File: src/rtl/led_seq_ctrl_pkg.sv
// Shared types and constants for the LED demux sequencer.
package led_seq_pkg;

    typedef enum logic [1:0] {
        MODE_UP       = 2'b00,
        MODE_DOWN     = 2'b01,
        MODE_PINGPONG = 2'b10,
        MODE_HOLD     = 2'b11
    } mode_e;

    typedef enum logic {
        S_IDLE = 1'b0,
        S_RUN  = 1'b1
    } state_e;

    localparam int NUM_POS      = 8;
    localparam int CTRL_W       = 3;
    localparam int LEN_LINEAR   = 8;
    localparam int LEN_PINGPONG = 14;
    localparam int PASS_W       = 4;

    // Pass-count value at which the final dwell of a one-shot ends.
    function automatic logic [PASS_W-1:0] last_pass(input mode_e m);
        return (m == MODE_PINGPONG) ? PASS_W'(LEN_PINGPONG - 1) : PASS_W'(LEN_LINEAR - 1);
    endfunction

    function automatic logic [CTRL_W-1:0] start_pos(input mode_e m);
        return (m == MODE_DOWN) ? CTRL_W'(NUM_POS - 1) : '0;
    endfunction

endpackage

File: src/rtl/led_seq_ctrl_if.sv
// Control request inputs and demux drive outputs of the LED sequencer.
interface led_seq_ctrl_if #(parameter int DIV_W = 16);

    logic                          start;
    logic                          stop;
    logic [1:0]                    mode;
    logic                          one_shot;
    logic [DIV_W-1:0]              div;
    logic [led_seq_pkg::CTRL_W-1:0] demux_ctrl;
    logic                          demux_en;
    logic                          demux_in;
    logic                          busy;
    logic                          step;
    logic                          done;

    modport master (
        output start, stop, mode, one_shot, div,
        input  demux_ctrl, demux_en, demux_in, busy, step, done
    );

    modport slave (
        input  start, stop, mode, one_shot, div,
        output demux_ctrl, demux_en, demux_in, busy, step, done
    );

endinterface

File: src/rtl/led_seq_ctrl_tick_div.sv
// Step-rate prescaler: tick fires every div+1 enabled cycles.
module tick_div #(
    parameter int DIV_W = 16
) (
    input  logic             clk,
    input  logic             rst_n,
    input  logic             en,
    input  logic             clr,
    input  logic [DIV_W-1:0] div,
    output logic             tick
);

    logic [DIV_W-1:0] count_q;
    logic [DIV_W-1:0] count_d;
    logic             term;

    assign term = (count_q == div);
    assign tick = en && term;

    always_comb begin
        count_d = count_q;
        if (clr) begin
            count_d = '0;
        end else if (en) begin
            count_d = term ? '0 : count_q + 1'b1;
        end
    end

    always_ff @(posedge clk or negedge rst_n) begin
        if (!rst_n) begin
            count_q <= '0;
        end else begin
            count_q <= count_d;
        end
    end

endmodule

File: src/rtl/led_seq_ctrl.sv
// LED demux sequencer: walks the active demux output through a pattern.
//   state  | meaning
//   S_IDLE | outputs parked at zero, waiting for start
//   S_RUN  | demux enabled, position advances on each divider tick
module led_seq_ctrl
    import led_seq_pkg::*;
#(
    parameter int DIV_W = 16
) (
    input  logic           clk,
    input  logic           rst_n,
    led_seq_ctrl_if.slave  bus
);

    state_e              state_q, state_d;
    mode_e               mode_q, mode_d;
    logic                one_shot_q, one_shot_d;
    logic [DIV_W-1:0]    div_q, div_d;
    logic [CTRL_W-1:0]   ctrl_q, ctrl_d;
    logic                dir_up_q, dir_up_d;
    logic                in_q, in_d;
    logic                busy_q, busy_d;
    logic                step_q, step_d;
    logic                done_q, done_d;
    logic [PASS_W-1:0]   pass_q, pass_d;
    logic                tick;

    localparam logic [CTRL_W-1:0] POS_MAX = CTRL_W'(NUM_POS - 1);

    tick_div #(.DIV_W(DIV_W)) u_tick_div (
        .clk   (clk),
        .rst_n (rst_n),
        .en    (state_q == S_RUN),
        .clr   (state_q == S_IDLE),
        .div   (div_q),
        .tick  (tick)
    );

    always_comb begin
        state_d    = state_q;
        mode_d     = mode_q;
        one_shot_d = one_shot_q;
        div_d      = div_q;
        ctrl_d     = ctrl_q;
        dir_up_d   = dir_up_q;
        in_d       = in_q;
        busy_d     = busy_q;
        pass_d     = pass_q;
        step_d     = 1'b0;
        done_d     = 1'b0;

        case (state_q)
            S_IDLE: begin
                if (bus.start && !bus.stop) begin
                    state_d    = S_RUN;
                    mode_d     = mode_e'(bus.mode);
                    one_shot_d = bus.one_shot;
                    div_d      = bus.div;
                    ctrl_d     = start_pos(mode_e'(bus.mode));
                    dir_up_d   = 1'b1;
                    in_d       = 1'b1;
                    busy_d     = 1'b1;
                    pass_d     = '0;
                end
            end
            S_RUN: begin
                // stop outranks a coincident tick, including the final one
                if (bus.stop || (tick && one_shot_q && pass_q == last_pass(mode_q))) begin
                    state_d = S_IDLE;
                    ctrl_d  = '0;
                    in_d    = 1'b0;
                    busy_d  = 1'b0;
                    done_d  = !bus.stop;
                end else if (tick) begin
                    step_d = 1'b1;
                    pass_d = pass_q + 1'b1;
                    case (mode_q)
                        MODE_UP:   ctrl_d = ctrl_q + 1'b1;
                        MODE_DOWN: ctrl_d = ctrl_q - 1'b1;
                        MODE_PINGPONG: begin
                            if (dir_up_q) begin
                                ctrl_d   = (ctrl_q == POS_MAX) ? ctrl_q - 1'b1 : ctrl_q + 1'b1;
                                dir_up_d = (ctrl_q != POS_MAX);
                            end else begin
                                ctrl_d   = (ctrl_q == '0) ? ctrl_q + 1'b1 : ctrl_q - 1'b1;
                                dir_up_d = (ctrl_q == '0);
                            end
                        end
                        MODE_HOLD: in_d = !in_q;
                        default:   ctrl_d = ctrl_q;
                    endcase
                end
            end
            default: state_d = S_IDLE;
        endcase
    end

    always_ff @(posedge clk or negedge rst_n) begin
        if (!rst_n) begin
            state_q    <= S_IDLE;
            mode_q     <= MODE_UP;
            one_shot_q <= 1'b0;
            div_q      <= '0;
            ctrl_q     <= '0;
            dir_up_q   <= 1'b1;
            in_q       <= 1'b0;
            busy_q     <= 1'b0;
            step_q     <= 1'b0;
            done_q     <= 1'b0;
            pass_q     <= '0;
        end else begin
            state_q    <= state_d;
            mode_q     <= mode_d;
            one_shot_q <= one_shot_d;
            div_q      <= div_d;
            ctrl_q     <= ctrl_d;
            dir_up_q   <= dir_up_d;
            in_q       <= in_d;
            busy_q     <= busy_d;
            step_q     <= step_d;
            done_q     <= done_d;
            pass_q     <= pass_d;
        end
    end

    assign bus.demux_ctrl = ctrl_q;
    assign bus.demux_en   = busy_q;
    assign bus.demux_in   = in_q;
    assign bus.busy       = busy_q;
    assign bus.step       = step_q;
    assign bus.done       = done_q;

endmodule

File: src/flat_wrapper.sv
// flat-port wrapper written by rule: the top's interface ports become plain ports
module led_seq_ctrl_flat import led_seq_pkg::*;
#(
    parameter int DIV_W = 16
)
  (clk, rst_n, bus_start, bus_stop, bus_mode, bus_one_shot, bus_div, bus_demux_ctrl, bus_demux_en, bus_demux_in, bus_busy, bus_step, bus_done);
  led_seq_ctrl_if #(.DIV_W(DIV_W)) bus_i ();
  input  logic clk;
  input  logic rst_n;
  input wire logic [$bits(bus_i.start)-1:0] bus_start;
  input wire logic [$bits(bus_i.stop)-1:0] bus_stop;
  input wire logic [$bits(bus_i.mode)-1:0] bus_mode;
  input wire logic [$bits(bus_i.one_shot)-1:0] bus_one_shot;
  input wire logic [$bits(bus_i.div)-1:0] bus_div;
  output wire logic [$bits(bus_i.demux_ctrl)-1:0] bus_demux_ctrl;
  output wire logic [$bits(bus_i.demux_en)-1:0] bus_demux_en;
  output wire logic [$bits(bus_i.demux_in)-1:0] bus_demux_in;
  output wire logic [$bits(bus_i.busy)-1:0] bus_busy;
  output wire logic [$bits(bus_i.step)-1:0] bus_step;
  output wire logic [$bits(bus_i.done)-1:0] bus_done;
  assign bus_i.start = bus_start;
  assign bus_i.stop = bus_stop;
  assign bus_i.mode = bus_mode;
  assign bus_i.one_shot = bus_one_shot;
  assign bus_i.div = bus_div;
  assign bus_demux_ctrl = bus_i.demux_ctrl;
  assign bus_demux_en = bus_i.demux_en;
  assign bus_demux_in = bus_i.demux_in;
  assign bus_busy = bus_i.busy;
  assign bus_step = bus_i.step;
  assign bus_done = bus_i.done;
  led_seq_ctrl #(.DIV_W(DIV_W)) u_core (.clk(clk), .rst_n(rst_n), .bus(bus_i));
endmodule
File: config.mk
export PLATFORM = sky130hd
export DESIGN_NAME = led_seq_ctrl_flat
export DESIGN_NICKNAME = d
export VERILOG_FILES = /design/src/rtl/led_seq_ctrl_pkg.sv /design/src/rtl/led_seq_ctrl_if.sv /design/src/rtl/led_seq_ctrl_tick_div.sv /design/src/rtl/led_seq_ctrl.sv /design/src/flat_wrapper.sv
export SDC_FILE = /design/constraint.sdc
export NUM_CORES = 1
export LEC_CHECK = 0
export CAP_MARGIN = 30
export CORE_UTILIZATION = 45
export DETAILED_ROUTE_END_ITERATION = 12
export DONT_BUFFER_PORTS = 1
export GPL_TIMING_DRIVEN = 0
export SETUP_SLACK_MARGIN = 0.15
export SLEW_MARGIN = 20
export SYNTH_ARGS = -nofsm -noshare
export SYNTH_HDL_FRONTEND = slang
export SYNTH_SLANG_ARGS = --single-unit
File: constraint.sdc
create_clock -name clk -period 1.9 [get_ports clk]
set_input_delay 0.475 -clock clk [delete_from_list [all_inputs] [get_ports clk]]
set_output_delay 0.475 -clock clk [all_outputs]
set_load 0.005 [all_outputs]
==> key figures, run 1 <==
Run status
  • Status: complete, but fails checks
  • Failing checks: hold timing, setup timing

Setup path
  • Startpoint Class: flip-flop
  • WP data required: around 2100 ps
  • CP Class: flip-flop to flip-flop
  • CP Capture Type: flip-flop
  • Worst EP arrival: 2130 ps
  • Crit-path max FO: 6

STA
  • Final hold slack: -0.9337 ps
  • Max-Slew Margin vs Limit: 0.5772
  • Period Utilization, post-route: 1.016
  • Minimum clock period: 1931 ps
  • Final Max Slew Viols: 0
  • Setup Viol. Count Final: 2
  • Worst Tran Pin Value: 632.8 ps
  • PnR worst setup slack: -31.12 ps
  • Achievable frequency: 517.8 MHz
  • RSZ-0062 raised after global routing: true
  • Final hold vios: 1
  • Final Skew: 6.191 ps

Global route
  • Initial antenna violation count: 0
  • Total GRT Usage: 0.1973
  • Largest net degree at the start of global routing: 48
  • Global route overflow: 0
  • Number of global-route vias before repair: 1838
  • First-pass GRT wire length: about 9000 um

Logic synthesis
  • FF+latch count, synth: 48
  • Yosys cell types: 42
  • Sequential fraction of the synthesis area: 0.4815
  • Predominant post-synthesis flop cell: dfrtp_1
  • Post-Syn Area per Cell: 10.95 um^2
  • Area of the mapped netlist: 2497 um^2
  • YS warnings: 0
  • Asr flop ratio synth: 1.000
  • Post-Syn Nets: between 200 and 300
  • Number of flops mapped to enable cells by yosys: 0
  • Cells after synthesis: 228

Placed design
  • I/O Buffers: 0
  • Cells after DPL: between 200 and 300
  • Final GP Congestion: ~0.8
  • Detailed placement HPWL: ~3300 um
  • Placement Cell Area: 2618 um^2

Route
  • Drt first pass iters: 4
  • Antenna-violating nets left: 0
  • DR WL/cell: between 15 and 20 um
  • # DRC: 0
  • Via count: 1786
  • DRT iter0 DRCs: 81
  • Routed wire length: 5277 um
  • Vias/cell: 5.396

Layout
  • Fin nets: 293
  • Post-route cell area: roughly 3300 um^2
  • Area growth from synthesis to layout: 31.01%
  • Non-Filler Instances: 331
  • Most common cell after layout, fill and taps aside: dfrtp_1
  • Antenna Cells: 0
  • Most frequent cells in the layout: 45 x dfrtp_1, 23 x xor2_1, 19 x buf_4, 17 x mux2_2, 14 x nor2_4
  • Share of cells above drive strength 1: 0.4291

Min path
  • Hold Path Class: input port to asynchronous set/reset pin

Power and ir drop
  • Pleak: 1.386 nW
  • PwrDens: 732.9 nW/um^2
  • Peak VDD IR: 306.4 uV

CTS
  • CTS tree: done
  • TritonCTS Buffers: 5
  • Htree depth: 2
  • Clk slew on worst S/H paths: 80 ps
  • CTS Buffer Depth: 2
  • Clk sinks: 48
  • Clk_lat worst skew: approximately 300 ps
  • CTS Root Cell: clkbuf_8

Floorplanning
  • Die Footprint: between 5000 and 6000 um^2
  • I/O Pins: 31
  • Starting Density: 0.4768
  • Die width: about 76 um
  • Die Ht: 76.50 um
  • # rows: 26
  • Core area: 5238 um^2

Run
  • Max cap viols: 0
==> power by group <==
group          internal (mW)  switching, mW  total [mW]
clock                  0.297          0.327       0.624
sequential              1.13         0.0987        1.23
combinational          0.283          0.265       0.548
total                   1.71          0.690        2.40
==> sequential cells by signal, indices dropped and copies added (netlist names), 2 cells and up <==
register and flops:
u_core.mode_q 2, u_core.u_tick_div.count_q 16, u_core.div_q 16, u_core.bus.demux_ctrl 3, u_core.pass_q 4
==> worst max-delay path: stages (launching register included) <==
cell,delay [ps]
dfrtp_1,420
ha_4,170
buf_8,120
nor3b_4,200
o2111ai_4,210
a31o_4,260
a21o_4,210
o31a_1,230
==> metal layers <==
layer	up-vias	track usage	routed length, um
li1	849	-	-
met1	894	0.2797	2512
met2	37	0.2955	2503
met3	6	0.04431	189
met4	0	0.06923	71
met5	-	0	0
==> cell families (layout without fill, tap and decap cells) <==
group / Yosys count / in the layout / synth area share
xor+xnor: 33 / 33 / 0.1157
flops: 48 / 48 / 0.4815
compound gates: 26 / 26 / 0.07565
simple gates: 77 / 77 / 0.1598
fa+ha+maj: 10 / 10 / 0.05010
buf+inv: 16 / 49 / 0.03657
mux: 18 / 18 / 0.08066
==> through the flow <==
| stage | hold slack, ps | setup WS (ps) | utilization | setup TNS [ps] | power, mW |
|---|---|---|---|---|---|
| 6_report | -0.9337 | -31.12 | 0.6247 | -40.65 | 2.398 |
| 5_1_grt | 18.42 | -146.2 | 0.6247 | -608.2 | 2.542 |
| 4_1_cts | 19.77 | -24.31 | 0.5908 | -45.27 | 2.353 |
| 3_5_place_dp | 180.7 | -221.3 | 0.4998 | -2976 | 1.618 |
| 3_3_place_gp | 180.4 | -187.9 | 0.4998 | -2642 | 1.612 |
| 2_1_floorplan | 179.4 | 41.20 | - | 0 | 1.531 |
==> cell type report <==
cell class / count / area (um^2)
Buffer: 7 / 85.08
Clock buffer: 8 / 90.09
Fill cell: 421 / 1966
Inverter: 8 / 30.03
Multi-Input combinational cell: 164 / 1521
Sequential cell: 48 / 1205
Tap cell: 70 / 87.58
Timing Repair Buffer: 26 / 252.7
==> path summary, 6_finish.rpt <==
kind | from | endpoint | slack [ps] | cells past startpoint
setup / recovery | u_core.mode_q[1]$_DFFE_PN0P_ | u_core.bus.demux_ctrl[0]$_DFFE_PN0P_ | -30 | 7
hold / removal | rst_n | u_core.bus.demux_ctrl[1]$_DFFE_PN0P_ | -0.9 | 1
setup reg to reg | u_core.mode_q[1]$_DFFE_PN0P_ | u_core.bus.demux_ctrl[0]$_DFFE_PN0P_ | -30 | 7
hold reg to reg | u_core.u_tick_div.count_q[0]$_DFF_PN0_ | u_core.u_tick_div.count_q[0]$_DFF_PN0_ | 520 | 1
max in group asynchronous | rst_n | u_core.dir_up_q$_DFFE_PN1P_ | 1300 | 1
min in group clk | bus_stop | u_core.state_q$_DFF_PN0_ | 220 | 1
==> synth_stat cells, types with 2 or more instances <==
library cell | instances | area [um^2]
o21ai_0 | 5 | 25.02
xnor2_1 | 10 | 87.58
nor4_1 | 4 | 25.02
nor3b_1 | 5 | 37.54
nand3_1 | 6 | 30.03
a2111oi_0 | 2 | 17.52
and3_1 | 4 | 25.02
o31ai_1 | 3 | 22.52
a21oi_1 | 3 | 15.01
nand2_1 | 14 | 52.55
xor2_1 | 23 | 201.4
mux2_2 | 17 | 191.4
nor3_1 | 4 | 20.02
ha_1 | 10 | 125.1
and2_1 | 2 | 12.51
nor3_2 | 2 | 20.02
buf_2 | 3 | 15.01
dfrtp_1 | 47 | 1176
inv_1 | 8 | 30.03
and3_2 | 2 | 15.01
buf_6 | 3 | 33.78
nor2_1 | 25 | 93.84
a211oi_1 | 4 | 30.03
a31oi_1 | 2 | 12.51
nor2b_1 | 3 | 18.77
==> repair_timing <==
item                       in CTS  in global routing
setup buffers                  16                  6
hold buffers                    2                  0
cloned                          2                  0
pin swaps                      28                 13
setup endpoints to repair      38                 37
gates resized for setup        49                 34
hold endpoints to repair       47                  0
Power figures use the tool's default switching activity.
==> run 2, diff against run 1 <==
Settings changed: ABC_AREA set to 1, GPL_ROUTABILITY_DRIVEN set to 0, RECOVER_POWER set to 100.
==> run 2 against run 1 <==
Against the previous run:
- the flow now finishes without violations
- combinational power increased by 16%
- critical path depth increased by 3
- die area increased by 8.4%
- synthesized cell count increased by 51%
- global-route usage increased by 0.51 points
- worst hold slack improved by 240 ps
- setup slack improved by 240 ps
- sequential power increased by 4%
- critical endpoint is now u_core.u_tick_div.count_q[12]$_DFF_PN0_
- largest cell class unchanged
==> key figures, run 2 <==
Run status
  • Status: complete, no violations

Layout
  • Antenna Cells: 0
  • Post-route cell area: 3166 um^2
  • Area growth from synthesis to layout: 16.64%
  • Most frequent cells in the layout: 78 x nand2_1, 42 x dfrtp_1, 39 x inv_1, 31 x nor2_1, 25 x a21oi_1
  • Fin nets: 403
  • Top Registers: u_core.div_q: 16 flops, u_core.u_tick_div.count_q: 16 flops, u_core.pass_q: 4 flops
  • Share of cells above drive strength 1: 0.2432
  • Most common cell after layout, fill and taps aside: nand2_1

Setup path
  • Max incr delay on CP: 390 ps
  • CP cell instances: buf_4 -> ha_4 -> nand3_2 -> nor2_2 -> nand2_1 -> nor4_4 -> nand2_2 -> nor2_4 -> a21oi_1 -> o21a_1
  • Critical path buffers and inverters: 1
  • CP delay by family, top: simple AND/OR/NAND/NOR gates
  • Worst R2R Path Depth: 10
  • Stages on the worst setup path: 10
  • Crit-path max FO: 4
  • WP data required: 2110 ps
  • Worst EP arrival: 1900 ps
  • Max stage delay cell, worst path: dfrtp_1
  • Startpoint Class: flip-flop
  • CP Capture Type: flip-flop
  • CP Class: flip-flop to flip-flop

Logic synthesis
  • FF+latch count, synth: 48
  • Cells after synthesis: roughly 350
  • Area of the mapped netlist: 2714 um^2
  • Top-count cell post-synth: nand2_1
  • Post-Syn Nets: 378
  • Synth top area share: 0.4334
  • Synth cell count leaders: 85 x nand2_1, 47 x dfrtp_1, 43 x inv_1, 35 x nor2_1, 25 x a21oi_1
  • Number of flops mapped to enable cells by yosys: 0
  • YS warnings: 0
  • Synth top area cells: dfrtp_1 43%, nand2_1 12%, inv_1 5.9%
  • Yosys cell types: 33
  • Sequential fraction of the synthesis area: 0.4431
  • Synth area leader: dfrtp_1
  • Asr flop ratio synth: 1.000
  • Predominant post-synthesis flop cell: dfrtp_1
  • Post-Syn Area per Cell: 7.866 um^2

STA
  • Final Skew: 10.92 ps
  • Final Max Slew Viols: 0
  • Minimum clock period: ~1700 ps
  • RSZ-0062 raised after global routing: true
  • Setup TNS: 0 ps
  • Worst Tran Pin Value: 1194 ps
  • Setup Viol. Count Final: 0
  • Achievable frequency: approximately 590 MHz
  • Final hold vios: 0
  • Period Utilization, post-route: 0.8915
  • Max-Slew Margin vs Limit: 0.2037
  • Final hold slack: roughly 240 ps

Floorplanning
  • Die width: between 70 and 80 um
  • # rows: 27
  • Starting Density: 0.4782
  • Core area: 5675 um^2
  • Die Ht: 79.66 um
  • I/O Pins: 31
  • Die Footprint: 6346 um^2

CTS
  • CTS tree: done
  • Htree depth: 2
  • Clk_lat worst skew: 310 ps
  • CTS Buffer Depth: 2
  • Clk slew on worst S/H paths: about 90 ps
  • CTS Root Cell: clkbuf_8
  • TritonCTS Buffers: 5
  • Clk sinks: 48

Route
  • Vias/cell: ~5
  • Via count: 2229
  • Drt first pass iters: 4
  • DR WL/cell: 13.93 um
  • # DRC: 0
  • DRT iter0 DRCs: 91
  • Routed wire length: 6159 um
  • Antenna-violating nets left: 0

Min path
  • Hold Path Class: input port to flip-flop
  • Hold path cells: 1

Global route
  • Largest net degree at the start of global routing: 48
  • Number of global-route vias before repair: around 2000
  • Initial antenna violation count: 0
  • Global route overflow: 0
  • Total GRT Usage: 0.2024
  • First-pass GRT wire length: 9708 um

Power and ir drop
  • Peak VDD IR: 544.9 uV
  • PwrDens: around 800 nW/um^2
  • Pleak: 1.547 nW

Placed design
  • I/O Buffers: 0
  • Placement Cell Area: 2804 um^2
  • Detailed placement HPWL: ~4100 um

Run
  • Max cap viols: 0
[run 2: cell count changes in the layout (fill, tap and decap cells not counted), sizes merged, moves of 10 or more]
cell / change
xor2: -14
nand3: +11
xnor2: -10
nand2: +76
a21oi: +22
inv: +42
buf: -13
mux2: -12
o21ai: +10
nor2: +15
[run 2: path summary, 6_finish.rpt]
kind	startpoint	to	slack (ps)
setup / recovery	u_core.u_tick_div.count_q[1]$_DFF_PN0_	u_core.u_tick_div.count_q[12]$_DFF_PN0_	210
hold / removal	bus_stop	u_core.bus.done$_DFF_PN0_	240
setup reg to reg	u_core.u_tick_div.count_q[1]$_DFF_PN0_	u_core.u_tick_div.count_q[12]$_DFF_PN0_	210
hold reg to reg	u_core.dir_up_q$_DFFE_PN1P_	u_core.dir_up_q$_DFFE_PN1P_	480
max in group asynchronous	rst_n	u_core.u_tick_div.count_q[2]$_DFF_PN0_	700
min in group asynchronous	rst_n	u_core.div_q[9]$_DFFE_PN0P_	390
[run 2: routing by layer]
layer,vias up,routed length [um],track usage
met5,-,0,0
li1,1143,-,-
met1,1044,3008,0.2792
met2,33,2876,0.3154
met4,0,52,0.06182
met3,9,221,0.04457
[run 2: cell type report]
| type | instances | area [um^2] |
|---|---|---|
| Timing Repair Buffer | 18 | 135.1 |
| Sequential cell | 48 | 1209 |
| Inverter | 52 | 198.9 |
| Clock buffer | 7 | 96.34 |
| Tap cell | 72 | 90.09 |
| Buffer | 7 | 52.55 |
| Multi-Input combinational cell | 238 | 1384 |
| Fill cell | 555 | 2510 |
[run 2: through the flow]
stage	instances	total power [mW]	util	worst slack, ps
global placement	417	1.807	0.4940	21.73
CTS	429	2.547	0.5282	149.6
finish	442	2.584	0.5578	206.2
detailed placement	417	1.824	0.4940	-31.58
global route	442	2.748	0.5578	59.58
floorplan	345	1.704	-	288.0
[run 2: worst register-to-register path, delay by kind of cell (launching register included)]
family	cells	cell delay (ps)
AND/OR/NAND/NOR	6	770
flip-flops	1	390
AO/OA/AOI/OAI	2	170
adder cells (fa/ha/maj)	1	140
buffers and inverters	1	130
[run 2: logic make-up (layout without fill, tap and decap cells)]
logic type / Yosys count / after routing / share of synthesized area
buffers and inverters: 59 / 84 / 0.08852
adder cells (fa/ha/maj): 10 / 10 / 0.04610
multiplexers: 5 / 5 / 0.02075
AND/OR/NAND/NOR: 172 / 172 / 0.2932
AO/OA/AOI/OAI: 42 / 42 / 0.07930
XOR/XNOR: 9 / 9 / 0.02905
flip-flops: 48 / 48 / 0.4431
[run 2: power by group]
part	internal, mW	switching (mW)
logic	0.261	0.376
registers	1.16	0.119
clock network	0.325	0.343
[run 2: timing repair]
action                                  4_1_cts  5_1_grt
hold buffers                                  2        0
resized for setup                            12       40
pin swaps                                     4       17
hold endpoints to repair                     47        0
endpoints found under the setup margin       19       32
setup buffers                                 3       13
